File: config.mk
export PLATFORM = sky130hd
export DESIGN_NAME = traffic_sensor_filter
export DESIGN_NICKNAME = d
export VERILOG_FILES = /design/src/rtl/traffic_sensor_filter.sv
export SDC_FILE = /design/constraint.sdc
export NUM_CORES = 1
export LEC_CHECK = 0
export CAP_MARGIN = 20
export CORE_AREA = 4 4 80 82
export CTS_CLUSTER_DIAMETER = 60
export DETAILED_ROUTE_END_ITERATION = 10
export DIE_AREA = 0 0 84 86
export GPL_TIMING_DRIVEN = 0
export MAX_ROUTING_LAYER = met4
export PLACE_DENSITY = 0.74
export SLEW_MARGIN = 20
export SYNTH_ARGS = -nofsm -noshare
export SYNTH_HDL_FRONTEND = slang
export SYNTH_SLANG_ARGS = --single-unit
File: constraint.sdc
create_clock -name clk -period 2.6 [get_ports clk]
set_input_delay 0.52 -clock clk [delete_from_list [all_inputs] [get_ports clk]]
set_output_delay 0.52 -clock clk [all_outputs]
set_load 0.02 [all_outputs]
File: src/rtl/traffic_sensor_filter.sv
// Vehicle-detector conditioning for approaches A and B: synchronise, debounce, gap-fill
// presence, and keep saturating arrival counts for monitoring.
module traffic_sensor_filter #(
  parameter int unsigned DEBOUNCE_CYCLES = 4,
  parameter int unsigned HOLD_CYCLES     = 8,
  parameter int unsigned COUNT_W         = 8
) (
  input  logic               clk,
  input  logic               reset,
  input  logic               raw_A,
  input  logic               raw_B,
  input  logic               clr_counts,
  output logic               traffic_A,
  output logic               traffic_B,
  output logic               arrive_A,
  output logic               arrive_B,
  output logic [COUNT_W-1:0] count_A,
  output logic [COUNT_W-1:0] count_B
);

  typedef enum logic [1:0] {StIdle, StPresent, StHold} state_e;

  localparam logic [7:0]         DebLast  = 8'(DEBOUNCE_CYCLES - 1);
  localparam logic [7:0]         HoldLoad = 8'(HOLD_CYCLES);
  localparam logic [COUNT_W-1:0] CountMax = '1;
  localparam logic [COUNT_W-1:0] CountOne = COUNT_W'(1);

  // Channel index 0 is approach A, 1 is approach B.
  logic [1:0]         raw;
  logic [1:0]         sync1_q;
  logic [1:0]         sync2_q;
  logic [1:0]         deb_q;
  logic [1:0]         traffic_q;
  logic [1:0]         arrive_q;
  logic [7:0]         deb_cnt_q  [2];
  logic [7:0]         hold_cnt_q [2];
  state_e             state_q    [2];
  logic [COUNT_W-1:0] count_q    [2];

  assign raw = {raw_B, raw_A};

  always_ff @(posedge clk) begin
    if (reset) begin
      sync1_q   <= '0;
      sync2_q   <= '0;
      deb_q     <= '0;
      traffic_q <= '0;
      arrive_q  <= '0;
      for (int ch = 0; ch < 2; ch++) begin
        deb_cnt_q[ch]  <= '0;
        hold_cnt_q[ch] <= '0;
        state_q[ch]    <= StIdle;
        count_q[ch]    <= '0;
      end
    end else begin
      sync1_q <= raw;
      sync2_q <= sync1_q;
      for (int ch = 0; ch < 2; ch++) begin
        // Debounce: a differing level must persist DEBOUNCE_CYCLES cycles to be accepted.
        if (sync2_q[ch] == deb_q[ch]) begin
          deb_cnt_q[ch] <= '0;
        end else if (deb_cnt_q[ch] == DebLast) begin
          deb_q[ch]     <= ~deb_q[ch];
          deb_cnt_q[ch] <= '0;
        end else begin
          deb_cnt_q[ch] <= deb_cnt_q[ch] + 8'd1;
        end

        // deb_q can only be high outside StPresent on the cycle right after it rose.
        arrive_q[ch] <= deb_q[ch] && (state_q[ch] != StPresent);

        unique case (state_q[ch])
          StIdle: begin
            if (deb_q[ch]) begin
              state_q[ch]   <= StPresent;
              traffic_q[ch] <= 1'b1;
            end
          end
          StPresent: begin
            if (!deb_q[ch]) begin
              if (HOLD_CYCLES == 0) begin
                state_q[ch]   <= StIdle;
                traffic_q[ch] <= 1'b0;
              end else begin
                state_q[ch]    <= StHold;
                hold_cnt_q[ch] <= HoldLoad;
              end
            end
          end
          StHold: begin
            if (deb_q[ch]) begin
              state_q[ch] <= StPresent;
            end else if (hold_cnt_q[ch] == 8'd1) begin
              state_q[ch]    <= StIdle;
              traffic_q[ch]  <= 1'b0;
              hold_cnt_q[ch] <= '0;
            end else begin
              hold_cnt_q[ch] <= hold_cnt_q[ch] - 8'd1;
            end
          end
          default: begin
            state_q[ch]   <= StIdle;
            traffic_q[ch] <= 1'b0;
          end
        endcase

        if (clr_counts) begin
          count_q[ch] <= '0;
        end else if (arrive_q[ch] && (count_q[ch] != CountMax)) begin
          count_q[ch] <= count_q[ch] + CountOne;
        end
      end
    end
  end

  assign traffic_A = traffic_q[0];
  assign traffic_B = traffic_q[1];
  assign arrive_A  = arrive_q[0];
  assign arrive_B  = arrive_q[1];
  assign count_A   = count_q[0];
  assign count_B   = count_q[1];

endmodule

# Yosys cells after proc, flatten, opt, wreduce, memory -nomap -nowiden
# Memories as Yosys holds them, arrays and structs flattened.
# Index checks and enable logic that the tools add are counted.
# classes
reduce_logical	12
bitwise	32
n_eq_ne	20
add_sub_neg	6
n_mux	117
# op_table
cell	count
8-bit two-way mux	16
1-bit two-way mux	89
8-bit by 1-bit adder with 8-bit output, second input constant	4
1-bit OR	26
2-bit two-way mux	10
8-bit by 1-bit == test with 1-bit output, second input constant	2
8-bit by 2-bit == test with 1-bit output, second input constant	2
8-bit != test, second input constant	2
8-bit by 1-bit subtractor with 8-bit output, second input constant	2
2-bit != test, second input constant	6
4-bit AND reduction	2
1-bit NOT	6
1-bit one-hot mux with 3 select lines	2
3-bit OR reduction	2
2-bit by 1-bit == test with 1-bit output, second input constant	2
2-bit == test, second input constant	2
1-bit logical AND	4
2-bit zero test	2
2-bit by 1-bit != test with 1-bit output, second input constant	2
2-bit AND reduction	2
1-bit == test	2
# word_totals
ram_bits	52
out_inout_bits	20
word_cells	198
in_bits	5
memories	4
register_bits	10
# mem_list
name	depth	word_bits	rd	rd_ports_with_merged_regs	wr	line_no	text
count_q	2	8	2	0	2	38	logic [COUNT_W-1:0] count_q [2];
deb_cnt_q	2	8	2	0	2	35	logic [7:0] deb_cnt_q [2];
hold_cnt_q	2	8	2	0	2	36	logic [7:0] hold_cnt_q [2];
state_q	2	2	2	0	2	37	state_e state_q [2];

# Logic depth before layout (Yosys ltp)
# logic_depth
word_depth	9
ltp_mapped	5

# Least setup slack after synthesis
# Ideal clock, no wire load.
# synth_path
path_type	flip-flop to flip-flop
start	mem hold_cnt_q[0][2]
end	mem state_q[0][0] (netlist bit), enable pin
setup_ns	0.323
n_path_buf	1
path_slack_ns	0.645
t_arrival_ns	1.632
stages_incl_launch_ff	5
required_time_ns	2.277
cell_sequence	edfxtp_1 -> or4_1 -> buf_2 -> or3_1 -> a32oi_1
# synth_lines
element	line_no
from (decl)	36
to (decl)	37

==> results by stage <==
Run status:
- The flow ran to the end, and the final reports show no timing, DRC or antenna violations.

Critical path:
- The arrival time reported for the critical path endpoint is 2.38 ns.
- In this run the critical register-to-register path is captured at state_q[0][1]$_SDFFCE_PP0P_.
- The most critical setup path has its startpoint at reset.
- The minimum setup slack among reg-to-reg paths is 0.53 ns.
- Of all nets on the critical path, the largest fanout is 10.
- The kind of end point of the critical path is a flop.
- The critical path in this run is classified as input port to flop.
- The worst flop-to-flop path startpoint is hold_cnt_q[0][3]$_SDFFCE_PN0P_.
- The critical path capture point is hold_cnt_q[0][5]$_SDFFCE_PN0P_.
- The critical path data required time is ~2.6 ns.
- The number of cell instances on the worst register-to-register path is 4.
- The startpoint type of the worst setup path is an input port.

CTS:
- The largest buffer count on any clock path is 2.
- The insertion delay of the later-clocked pin in the worst-skew pair is around 0.33 ns.
- The clock-pin slew of the registers on the worst-case setup and hold paths is roughly 0.06 ns.
- Buffers inserted to repair hold after CTS numbered 0.
- After clock tree synthesis, the setup repair step added 0 buffers.
- The number of clock buffers added by TritonCTS is 9.
- The clock tree root driver cell is clkbuf_8.
- Gates resized during post-CTS repair numbered 0.
- TritonCTS built the clock tree.
- The sink count of the clock tree is 62.
- The H-tree was split into 3 levels.

Routing:
- In the final routed layout, each cell accounts on average for 13.3 um.
- After detailed routing, the number of remaining DRC violations is 0.
- The routed design has a little under 6 mm of wire.
- The routed via count divided by cell count is roughly 5.6.
- Once detail routing completed, the nets flagged for antenna violations numbered 0.
- The first detailed-routing pass ran for 4 iterations.
- The DRC marker count from the first detailed-route iteration is ~140.
- The via count is about 2.4k.

Power and ir drop:
- For this design the total switching power over the nets is between 500 and 600 uW.
- For this design the static power due to leakage is ~0.0013 uW.
- The sequential share of power is around 55%.
- The relative contribution of combinational cells to total power is around an eighth.
- The maximum vdd ir drop is 0.406 mV.
- The switching portion of total power is approximately 25%.
- The internal power of the cells totals ~1600 uW.
- Per report_power, the clock group accounts for approximately a third of the total.
- In this run the power density over the cells is about 590 nW/um2.

Run:
- Max-cap violations in this run came to 0.

Placed design:
- The count of port buffers added during placement is 24.
- The worst slack at placement is -0.0594 ns.
- Routability-driven placement finished with a final weighted congestion of about 0.79.
- The final HPWL from detailed placement is around 4.2 mm.

Floorplan:
- In this run the vertical extent of the chip is approximately 86 um.
- The die area is 7220 um2.
- The effective utilization at floorplan is 56.0%.
- After floorplanning, the core was sized to cover 5750 um2.
- After floorplanning, the core was divided into 28 placement rows.
- Pin placement for this block handled 25 I/O pins.
- From left edge to right edge, the die measures roughly 84 um.

Global route:
- The most congested layer reported by global routing is met2.
- The global-route wire length before repair is 10.0 mm.
- The via count of the first global-routing pass is approximately 2.2k.
- Global routing consumed, on the met2 layer, 27.3% of the routing resources.
- The initial antenna violation count is 0.
- Entering global routing, the biggest net connects 11 pins.
- The global-route track usage on met1 is ~22%.
- Global routing finished with a remaining overflow of 0.
- The met3 track demand over resource in global routing is under 10%.
- The overall fraction of global-route tracks in use is about 18%.

Timing:
- The worst setup skew after layout is ~0.0069 ns.
- The remaining max-slew budget at the tightest pin is about half.
- The transition time of the tightest slew-check pin is around 0.76 ns.
- Setup slack closes at around 0.22 ns.
- The max-slew violation count came to 0.
- The maximum frequency from static timing analysis is between 0.4 and 0.5 GHz.
- Setup repair after global routing left no endpoint under its margin.
- The number of endpoints with negative hold slack in the final report came to 0.
- The final critical-path required period is ~2.4 ns.
- The number of failing setup endpoints in the final timing report is 0.
- The final critical-path share of the clock period is 91.7%.
- Final hold analysis gives a worst-case slack of about 0.46 ns.

Logic synthesis:
- For this run, the number of Yosys warnings is 0.
- In this run, synthesis produced a sequential element count of just over 60.
- The number of instances in the synthesized netlist is just over 300.
- In this run, distinct cell masters in the synthesized netlist total 49.
- By area the synthesized netlist is led by edfxtp_1 49%, dfxtp_1 6.2%, nor2_1 4.2%.
- In this run the cell area of the synthesized design comes to approximately 3200 um2.
- The fraction of registers with async set/reset is 0%.
- The number of flops mapped to enable cells by yosys is 52.
- The sequential area share after synthesis is a little over half.
- The cell accounting for the most synthesized area is edfxtp_1.
- A synthesized cell averages roughly 11 um2.
- Of the post-synthesis cell area, the dominant cell type holds about half.
- In the synthesized netlist the dominant register cell turns out to be edfxtp_1.

Cells and area:
- The layout net count is 369.
- Compared with the post-synthesis result, the final layout area differs by 17.2%.
- 0 antenna diodes ended up in the layout.
- Cells with a size suffix above 1 make up under 10% of the layout.
- The number of fillers in the final layout is slightly below 500.

Worst hold path:
- The path class of the lowest-slack min-delay path is flop to flop.
## critical path: stages
cell	delay (ns)
clkdlybuf4s50_1	0.68
clkbuf_1	0.40
clkbuf_1	0.41
a21o_1	0.36
## placed cells by master, fill, tap and decap left out, types with 13 or more instances in the layout
master and instances:
o21ai_0 20, xnor2_1 13, conb_1 16, a21oi_1 22, or3_1 19, edfxtp_1 52, nor2_1 36, nand3_1 17
inv_1 18, clkdlybuf4s50_1 24
## cell families after synthesis
logic type      Yosys count  share of synthesized area, %
flops                    62                          54.8
simple gates            120                          19.8
other cells               1                         0.117
xor+xnor                 22                          5.99
compound gates           67                          13.1
fa+ha+maj                 8                          3.11
buf+inv                  26                          3.11
## synthesized netlist by cell type (2+ instances only)
library cell  number
xnor2_1           13
nor3_1             6
o21ai_0           21
edfxtp_1          52
ha_1               8
xor2_1             9
nand3_1           17
inv_1             18
nand4_1            5
clkbuf_1           6
a21oi_1           22
nor3b_1            3
o22ai_1            2
nand2_1            9
or3_1             19
o41ai_1            2
a31oi_1            2
a21o_1             2
buf_2              2
nor4_1             4
nor2b_1            8
or4_1              4
a311o_1            2
dfxtp_1           10
nor2_1            36
## per-stage QoR
stage,instance area [um2],total power [uW],cells,utilization [%],setup TNS [ns]
3_3_place_gp,3610,1510,420,62.8,-0.716
3_5_place_dp,3610,1520,420,62.8,-0.536
2_1_floorplan,3270,1430,321,-,0
5_1_grt,3770,2320,436,65.6,0
4_1_cts,3770,2220,436,65.6,0
6_report,3770,2210,436,65.6,0
## state kept, by name (all words and copies together), names as in the netlist
signal      flops
deb_q           2
sync2_q         2
state_q         4
arrive_q        2
hold_cnt_q     16
sync1_q         2
deb_cnt_q      16
count_q        16
traffic_q       2
## power groups by stage
stage	combinational [uW]	clock, uW	sequential, uW
finish	276	708	1220
global placement	270	0	1240
detailed placement	274	0	1240
global route	311	775	1230
floorplan	195	0	1240
CTS	276	726	1220
## worst min-delay path by stage
| stage | startpoint | to | slack, ns | cells after the start |
|---|---|---|---|---|
| after floorplan | sync1_q[0]$_SDFF_PP0_ | sync2_q[0]$_SDFF_PP0_ | 0.41 | 1 |
| after global placement | sync1_q[1]$_SDFF_PP0_ | sync2_q[1]$_SDFF_PP0_ | 0.46 | 1 |
| after detailed placement | sync1_q[1]$_SDFF_PP0_ | sync2_q[1]$_SDFF_PP0_ | 0.45 | 1 |
| after CTS | sync1_q[1]$_SDFF_PP0_ | sync2_q[1]$_SDFF_PP0_ | 0.46 | 1 |
| after global routing | sync1_q[1]$_SDFF_PP0_ | sync2_q[1]$_SDFF_PP0_ | 0.48 | 1 |
| final | sync1_q[1]$_SDFF_PP0_ | sync2_q[1]$_SDFF_PP0_ | 0.46 | 1 |
## metal layers
layer  vias up  part of all wire [%]
li1       1229                     -
met1      1133                    49
met2        57                    45
met3         6                   4.8
met4         0                   1.3
met5         -                     0
## cell type report
class	count	area [um2]	share of cell area, %
buffer	8	32.5	0.864
clock buffer	14	153	4.05
clock inverter	2	8.76	0.232
inverter	18	67.6	1.79
multi-input combinational	233	1410	37.4
sequential	62	1760	46.8
tap	75	93.8	2.49
timing repair buffer	24	240	6.38
No activity file was read; power rests on OpenSTA's default activity.
